### src/rtl/panel_pkg.sv
// Shared defaults and key numbering for the front-panel scanner.
// Key k sits on row (k / SENSE) and sense line (k % SENSE).
package panel_pkg;

    localparam int ROWS_DEF  = 6;
    localparam int COLS_DEF  = 6;
    localparam int SENSE_DEF = 3;

    function automatic int key_idx(input int row, input int line, input int sense = SENSE_DEF);
        return row * sense + line;
    endfunction

    // Keys the CPU core decodes by name
    localparam int KEY_START     = key_idx(0, 0);
    localparam int KEY_LOAD_ADDR = key_idx(0, 1);
    localparam int KEY_DEP       = key_idx(1, 1);
    localparam int KEY_EXAM      = key_idx(2, 1);

endpackage

### src/rtl/key_debounce.sv
// Per-key debouncer: accepts a level change only after DEBOUNCE consecutive
// disagreeing frame updates, and emits one-clock press/release pulses.
module key_debounce #(
    parameter int DEBOUNCE = 3
) (
    input  logic CLK,
    input  logic RESET,
    input  logic i_upd,
    input  logic i_raw,
    output logic o_level,
    output logic o_press,
    output logic o_release
);

    localparam int CW = $clog2(DEBOUNCE + 1);

    logic [CW-1:0] r_cnt;
    logic          r_level;
    logic          r_press;
    logic          r_release;

    always_ff @(posedge CLK or posedge RESET) begin
        if (RESET) begin
            r_cnt     <= '0;
            r_level   <= 1'b0;
            r_press   <= 1'b0;
            r_release <= 1'b0;
        end else begin
            r_press   <= 1'b0;
            r_release <= 1'b0;
            if (i_upd) begin
                if (i_raw == r_level) begin
                    r_cnt <= '0;
                end else if (r_cnt == CW'(DEBOUNCE - 1)) begin
                    // This update is the DEBOUNCE-th disagreement: accept it
                    r_level   <= i_raw;
                    r_cnt     <= '0;
                    r_press   <= i_raw;
                    r_release <= ~i_raw;
                end else begin
                    r_cnt <= r_cnt + 1'b1;
                end
            end
        end
    end

    assign o_level   = r_level;
    assign o_press   = r_press;
    assign o_release = r_release;

endmodule

### src/rtl/panel_scanner.sv
// Front-panel multiplexer: drives LED rows/columns, samples key sense lines
// per row slot, debounces each key per frame and keeps per-key toggle latches.
module panel_scanner
    import panel_pkg::*;
#(
    parameter int                    ROWS        = ROWS_DEF,
    parameter int                    COLS        = COLS_DEF,
    parameter int                    SENSE       = SENSE_DEF,
    parameter int                    SCAN_DIV    = 1024,
    parameter int                    DEBOUNCE    = 3,
    parameter logic [ROWS*SENSE-1:0] TOGGLE_MASK = '0
) (
    input  logic                  CLK,
    input  logic                  RESET,
    input  logic [ROWS*COLS-1:0]  LEDS,
    output logic [ROWS-1:0]       ROW,
    output logic [COLS-1:0]       COL,
    input  logic [SENSE-1:0]      SENSE_IN,
    output logic [ROWS*SENSE-1:0] KEYS,
    output logic [ROWS*SENSE-1:0] PRESS,
    output logic [ROWS*SENSE-1:0] RELEASE,
    output logic [ROWS*SENSE-1:0] TOGGLE,
    input  logic                  TOG_LOAD,
    input  logic [ROWS*SENSE-1:0] TOG_DATA,
    input  logic                  TOG_CLR,
    output logic                  FRAME
);

    localparam int NK = ROWS * SENSE;
    localparam int PW = (SCAN_DIV > 1) ? $clog2(SCAN_DIV) : 1;
    localparam int SW = $clog2(ROWS + 1);

    logic [PW-1:0]    r_presc;
    logic [SW-1:0]    r_slot;
    logic [ROWS-1:0]  r_row;
    logic [COLS-1:0]  r_col;
    logic [SENSE-1:0] r_sync1;
    logic [SENSE-1:0] r_sync2;
    logic [NK-1:0]    r_raw;
    logic             r_frame;
    logic [NK-1:0]    r_toggle;

    logic             w_tick;
    logic             w_upd;
    logic [ROWS-1:0]  w_row;
    logic [COLS-1:0]  w_col;
    logic [NK-1:0]    w_keys;
    logic [NK-1:0]    w_press;
    logic [NK-1:0]    w_release;

    assign w_tick = (r_presc == PW'(SCAN_DIV - 1));
    assign w_upd  = w_tick && (r_slot == SW'(ROWS));

    // The blank slot (slot == ROWS) matches no row, so drive stays all-zero
    always_comb begin
        w_row = '0;
        w_col = '0;
        for (int r = 0; r < ROWS; r++) begin
            if (r_slot == SW'(r)) begin
                w_row[r] = 1'b1;
                w_col    = LEDS[r*COLS +: COLS];
            end
        end
    end

    always_ff @(posedge CLK or posedge RESET) begin
        if (RESET) begin
            r_presc <= '0;
            r_slot  <= '0;
            r_row   <= '0;
            r_col   <= '0;
            r_sync1 <= '0;
            r_sync2 <= '0;
            r_raw   <= '0;
            r_frame <= 1'b0;
        end else begin
            r_presc <= w_tick ? '0 : r_presc + 1'b1;
            if (w_tick) begin
                r_slot <= (r_slot == SW'(ROWS)) ? '0 : r_slot + 1'b1;
            end
            r_row   <= w_row;
            r_col   <= w_col;
            r_sync1 <= SENSE_IN;
            r_sync2 <= r_sync1;
            r_frame <= w_upd;
            // Sample at the end of the row slot, after the lines have settled
            if (w_tick) begin
                for (int r = 0; r < ROWS; r++) begin
                    if (r_slot == SW'(r)) begin
                        r_raw[key_idx(r, 0, SENSE) +: SENSE] <= r_sync2;
                    end
                end
            end
        end
    end

    for (genvar k = 0; k < NK; k++) begin : g_key
        key_debounce #(
            .DEBOUNCE (DEBOUNCE)
        ) u_db (
            .CLK       (CLK),
            .RESET     (RESET),
            .i_upd     (w_upd),
            .i_raw     (r_raw[k]),
            .o_level   (w_keys[k]),
            .o_press   (w_press[k]),
            .o_release (w_release[k])
        );
    end

    // Flip uses the registered PRESS pulse, so a same-cycle load or clear discards it
    always_ff @(posedge CLK or posedge RESET) begin
        if (RESET) begin
            r_toggle <= '0;
        end else if (TOG_CLR) begin
            r_toggle <= '0;
        end else if (TOG_LOAD) begin
            r_toggle <= TOG_DATA & TOGGLE_MASK;
        end else begin
            r_toggle <= r_toggle ^ (w_press & TOGGLE_MASK);
        end
    end

    assign ROW     = r_row;
    assign COL     = r_col;
    assign KEYS    = w_keys;
    assign PRESS   = w_press;
    assign RELEASE = w_release;
    assign TOGGLE  = r_toggle;
    assign FRAME   = r_frame;

endmodule

### config.mk
export PLATFORM = sky130hd
export DESIGN_NAME = panel_scanner
export DESIGN_NICKNAME = d
export VERILOG_FILES = /design/src/rtl/panel_pkg.sv /design/src/rtl/key_debounce.sv /design/src/rtl/panel_scanner.sv
export SDC_FILE = /design/constraint.sdc
export NUM_CORES = 1
export LEC_CHECK = 0
export ABC_AREA = 1
export CAP_MARGIN = 40
export CORE_MARGIN = 1
export CORE_UTILIZATION = 50
export DETAILED_ROUTE_END_ITERATION = 8
export PLACE_DENSITY = 0.79
export SLEW_MARGIN = 10
export SYNTH_ARGS = -nofsm -noshare
export SYNTH_HDL_FRONTEND = slang
export SYNTH_SLANG_ARGS = --single-unit
### constraint.sdc
create_clock -name CLK -period 5.6 [get_ports CLK]
set_input_delay 1.12 -clock CLK [delete_from_list [all_inputs] [get_ports CLK]]
set_output_delay 1.12 -clock CLK [all_outputs]
set_load 0.005 [all_outputs]
Yosys cells after proc, flatten, opt, wreduce, memory -nomap -nowiden --
Index checks and enable logic that the tools add are counted.
Operators by class: add/subtract/negate cells 20, equal/unequal tests 43, reductions and logical operators 27, bitwise gates (word level) 36, multipliers 0, $lt $le $gt $ge 0, multiplexer cells 160, shifts and indexed selects 0, divide/modulo/power cells 0
Operators with widths (count):
- $mux 1 | 114
- $mux 2 | 36
- $reduce_and 3->1 | 18
- $add 2x1->2 const B | 18
- $eq 2x2->1 const B | 18
- $mux 18 | 2
- $mux 6 | 6
- $not 1->1 | 36
- $eq 1x1->1 | 18
- $reduce_and 2->1 | 6
- $add 10x1->10 const B | 1
- $eq 10x10->1 const B | 1
- $mux 10 | 1
- $eq 3x3->1 const B | 3
- $eq 3x2->1 const B | 2
- $add 3x1->3 const B | 1
- $eq 3x1->1 const B | 1
- $logic_not 3->1 | 1
- $mux 3 | 1
- $reduce_bool 2->1 | 1
- $logic_and 1x1->1 | 1
Word-level totals: output and inout port bits 85, bits in latches 0, word-level logic and storage cells 372, register bits after elaboration 158, memory bits (writable) 0, memories 0, bits of input ports 61, memory bits (read-only) 0

Longest topological paths before layout --
depth in word-level cells 7, gate-level depth with buffers 10

Modules after synthesis --
From an unflattened synthesis, not the netlist that was laid out.
Unflattened totals: cell total of the unflattened synthesis 794, area total of the unflattened synthesis 6468.7 µm²
Modules (own cells, without submodules):
- key_debounce | sequential area each 125.1 µm², cells each 28, area an instance 225.2 µm², instances 18
- panel_scanner | sequential area each 1251.2 µm², cells each 290, area an instance 2414.8 µm², instances 1

Worst setup path after synthesis --
No wires, ideal clock.
path type register -> register, start reg r_slot[2], end reg r_raw[10], library setup time 0.127 ns, arrival 1.593 ns, path slack 3.880 ns, stages on the path, launching flop included 8, period minus slack after synthesis 1.720 ns, cell sequence dfrtp_1 inv_2 clkbuf_1 ha_1 clkbuf_1 nand2_1 nand2_1 o21ai_0
On the way: word-level cells in the longest chain between the ends 2
RTL lines:
- start: declaration | line panel_scanner.sv:34 | logic [SW-1:0] r_slot;
- start signal: assignment | line panel_scanner.sv:79 | r_slot <= (r_slot == SW'(ROWS)) ? '0 : r_slot + 1'b1;
- $eq 3x2->1 | line panel_scanner.sv:89 | if (r_slot == SW'(r)) begin
- $reduce_and 2->1 (no line)
- end signal: indexed assignment | line panel_scanner.sv:90 | r_raw[key_idx(r, 0, SENSE) +: SENSE] <= r_sync2;
- end: declaration | line panel_scanner.sv:39 | logic [NK-1:0] r_raw;
No other way between the ends. A chain may end at the register's enable or synchronous reset.

Worst setup path after layout --
start reg r_presc[0], end reg g_key[9].u_db.r_cnt[0]
On the way: word-level cells in the longest chain between the ends 2
RTL lines:
- start: declaration | line panel_scanner.sv:33 | logic [PW-1:0] r_presc;
- start signal: assignment | line panel_scanner.sv:77 | r_presc <= w_tick ? '0 : r_presc + 1'b1;
- $eq 10x10->1 | line panel_scanner.sv:51 | assign w_tick = (r_presc == PW'(SCAN_DIV - 1));
- $logic_and 1x1->1 | line panel_scanner.sv:52 | assign w_upd = w_tick && (r_slot == SW'(ROWS));
- end signal: assignment | line key_debounce.sv:41 | r_cnt <= r_cnt + 1'b1;
- end: declaration | line key_debounce.sv:17 | logic [CW-1:0] r_cnt;
No other way between the ends.

==> metrics.txt <==
grt total ovfl 0; Synth area leaders dfrtp_1 (54%), nand2_1 (11%), buf_4 (9.1%); CP delay by family, top simple AND/OR/NAND/NOR gates; Post-synth EDFFs 0; post-synthesis sequential area ratio 0.545; CTS max path bufs 2; worst hold path type register to register; crit share post-route 0.463; RSZ-0062 raised after global routing false; P&R area growth vs syn 21.6%; Clock Sinks 140; First DRT Iteration DRCs 207; layout cells sized above 1 0.0728; Die ar. 0.0133 mm²; initial antenna violation count 0; Hold Vio Cnt, Final 0; H-tree depth 4; worst reg2reg setup slack 3000 ps; Overall Global Routing Usage 0.179; Root Buffer clkbuf_16; Site Rows 41; Slew Limit Fails 0; Num CTS Buffers 17; CP endpoint kind register; CORE AREA 0.0126 mm²; WL per Instance 11.3 µm; first-pass GRT wire length 18300 µm; Worst EP required 5910 ps; Routed WL 11000 µm; TritonCTS clock tree yes; most frequent cell after synthesis nand2_1; final non-filler cell total 969; Power per Cell Area 288 mW/mm²; Reg area 0.00350 mm²; CP max stage delay 470 ps; Die X 115 µm; crit-path cells ha_1, nand2_1, nor2_4, nand3_2, nor2_4, buf_4, inv_2, nand2_1, o21ai_1; largest net degree at the start of global routing 81; sum of buffers and inverters on the critical path 2; Distinct cells, synth 25; Ant. Diodes 0; Final Setup Violations 0; die extent in y 115 µm; top cell type's share of synthesized area 0.545; DPL Wire Length 7710 µm; WP data arrival 2900 ps; worst vdd ir 0.000208 V; crit path max fanout 37; upper clock frequency limit 385 MHz; asr flop ratio synth 1.00; Multi-input gate area 0.00210 mm²; CP Launch Type register; Post-layout nets 848; postcts setup bufs 0; CTS resizes 0; drt via density 4.69; TNS Setup 0 ps; Post-synth top cells nand2_1 (183), dfrtp_1 (140), buf_4 (78); latest clock arrival within the worst-skew pair 420 ps; Initial Utilization 0.511; Post-CTS Hold Buffers 0; Vias 4546; leading area contributor after synthesis dfrtp_1; Clock Pin Slew Worst Setup and Hold Paths 60 ps; fill count 1033; Yosys Warn Count 0; DR pass1 iterations 4; number of global-route vias before repair 4047; dpl cells 938; Routed Antenna Nets 0; synthesized instance count 726; LEAKAGE 3.98 nW; Tmin final 2600 ps; prevailing post-synth register cell dfrtp_1; Port Buf Inserts 107; WS Path Type register to register; status complete, no violations; skew final 7.93 ps; Final GP Congestion 0.765; Worst Max-Slew Pin Slew 829 ps; IO Pins 146; slowest CP cell nor2_4; Avg Inst Size Synth 8.85 µm²; drc violations 0; maxcap violations 0; post-synthesis register bit count 140; worst rel slew slack 0.445; Syn Std Cell Area 0.00643 mm²
-- report_power, final --
group	switching, mW	total [mW]	internal, mW
Clock	0.406	1.17	0.762
Sequential	0.00118	1.02	1.02
Combinational	0.0332	0.0669	0.0337
-- flip-flops by register name, indices dropped and copies added (netlist names) --
register,count
r_presc,10
COL,6
g_key.u_db.o_release,18
g_key.u_db.o_level,18
r_raw,18
r_sync2,3
r_sync1,3
g_key.u_db.r_cnt,36
r_slot,3
ROW,6
FRAME,1
g_key.u_db.o_press,18
-- worst paths after layout --
kind | start | to | cells after the start
max | r_presc[0] | g_key[9].u_db.r_cnt[0] | 9
min | r_sync1[0] | r_sync2[0] | 0
max reg2reg | r_presc[0] | g_key[9].u_db.r_cnt[0] | 9
min reg2reg | r_sync1[0] | r_sync2[0] | 0
max in group asynchronous | RESET | g_key[2].u_db.o_press | 4
min in group asynchronous | RESET | g_key[12].u_db.o_level | 2
-- placed cells by master (no fill, tap or decap) --
cell and count:
nor2_1 60, clkinv_4 2, buf_4 3, nor3_2 1, a21oi_1 15, nor2_2 1, nor2_4 2, o21ai_0 24
nand3b_1 6, inv_6 1, clkbuf_16 17, nand4_1 23, nor3_1 2, nand2_1 183, dfrtp_1 140, inv_2 3
inv_1 62, conb_1 18, clkinv_2 5, ha_1 2, o21ai_1 35, clkdlybuf4s50_1 107, bufinv_16 4, xnor2_1 1
clkbuf_8 2, buf_16 1, or2_2 14, xor2_1 21, nand3_1 40, clkinvlp_4 1, nand3_2 1
-- final cells by class --
type,count,share of cell area
flip-flops and latches,140,0.448
multi-input cells,449,0.269
repair buffers,111,0.143
clock buffers,19,0.0579
inverters,66,0.0323
well taps,172,0.0275
clock inverters,12,0.0218
-- cells by family after synthesis --
group,synth area share
compound gates,0.0576
xor+xnor,0.0300
fa+ha+maj,0.00389
buf+inv,0.138
flops,0.545
other cells,0.000583
simple gates,0.225
-- routing by layer --
metal / share of wire / GRT usage / vias to the layer above
met5: 0 / 0 / -
met4: 0.015 / 0.0762 / 0
met2: 0.48 / 0.295 / 127
li1: - / - / 2336
met1: 0.44 / 0.221 / 2068
met3: 0.061 / 0.0527 / 15
-- metrics by stage --
stage	hold WS [ps]	util	power, mW	worst slack, ps	area, µm²
floorplan	331	-	1.07	727	6490
global placement	334	0.570	1.10	2850	7160
detailed placement	337	0.573	1.10	2970	7200
CTS	355	0.622	2.28	2970	7820
global route	372	0.622	2.32	2690	7820
finish	353	0.622	2.25	3000	7820
No activity file was read; power rests on OpenSTA's default activity.
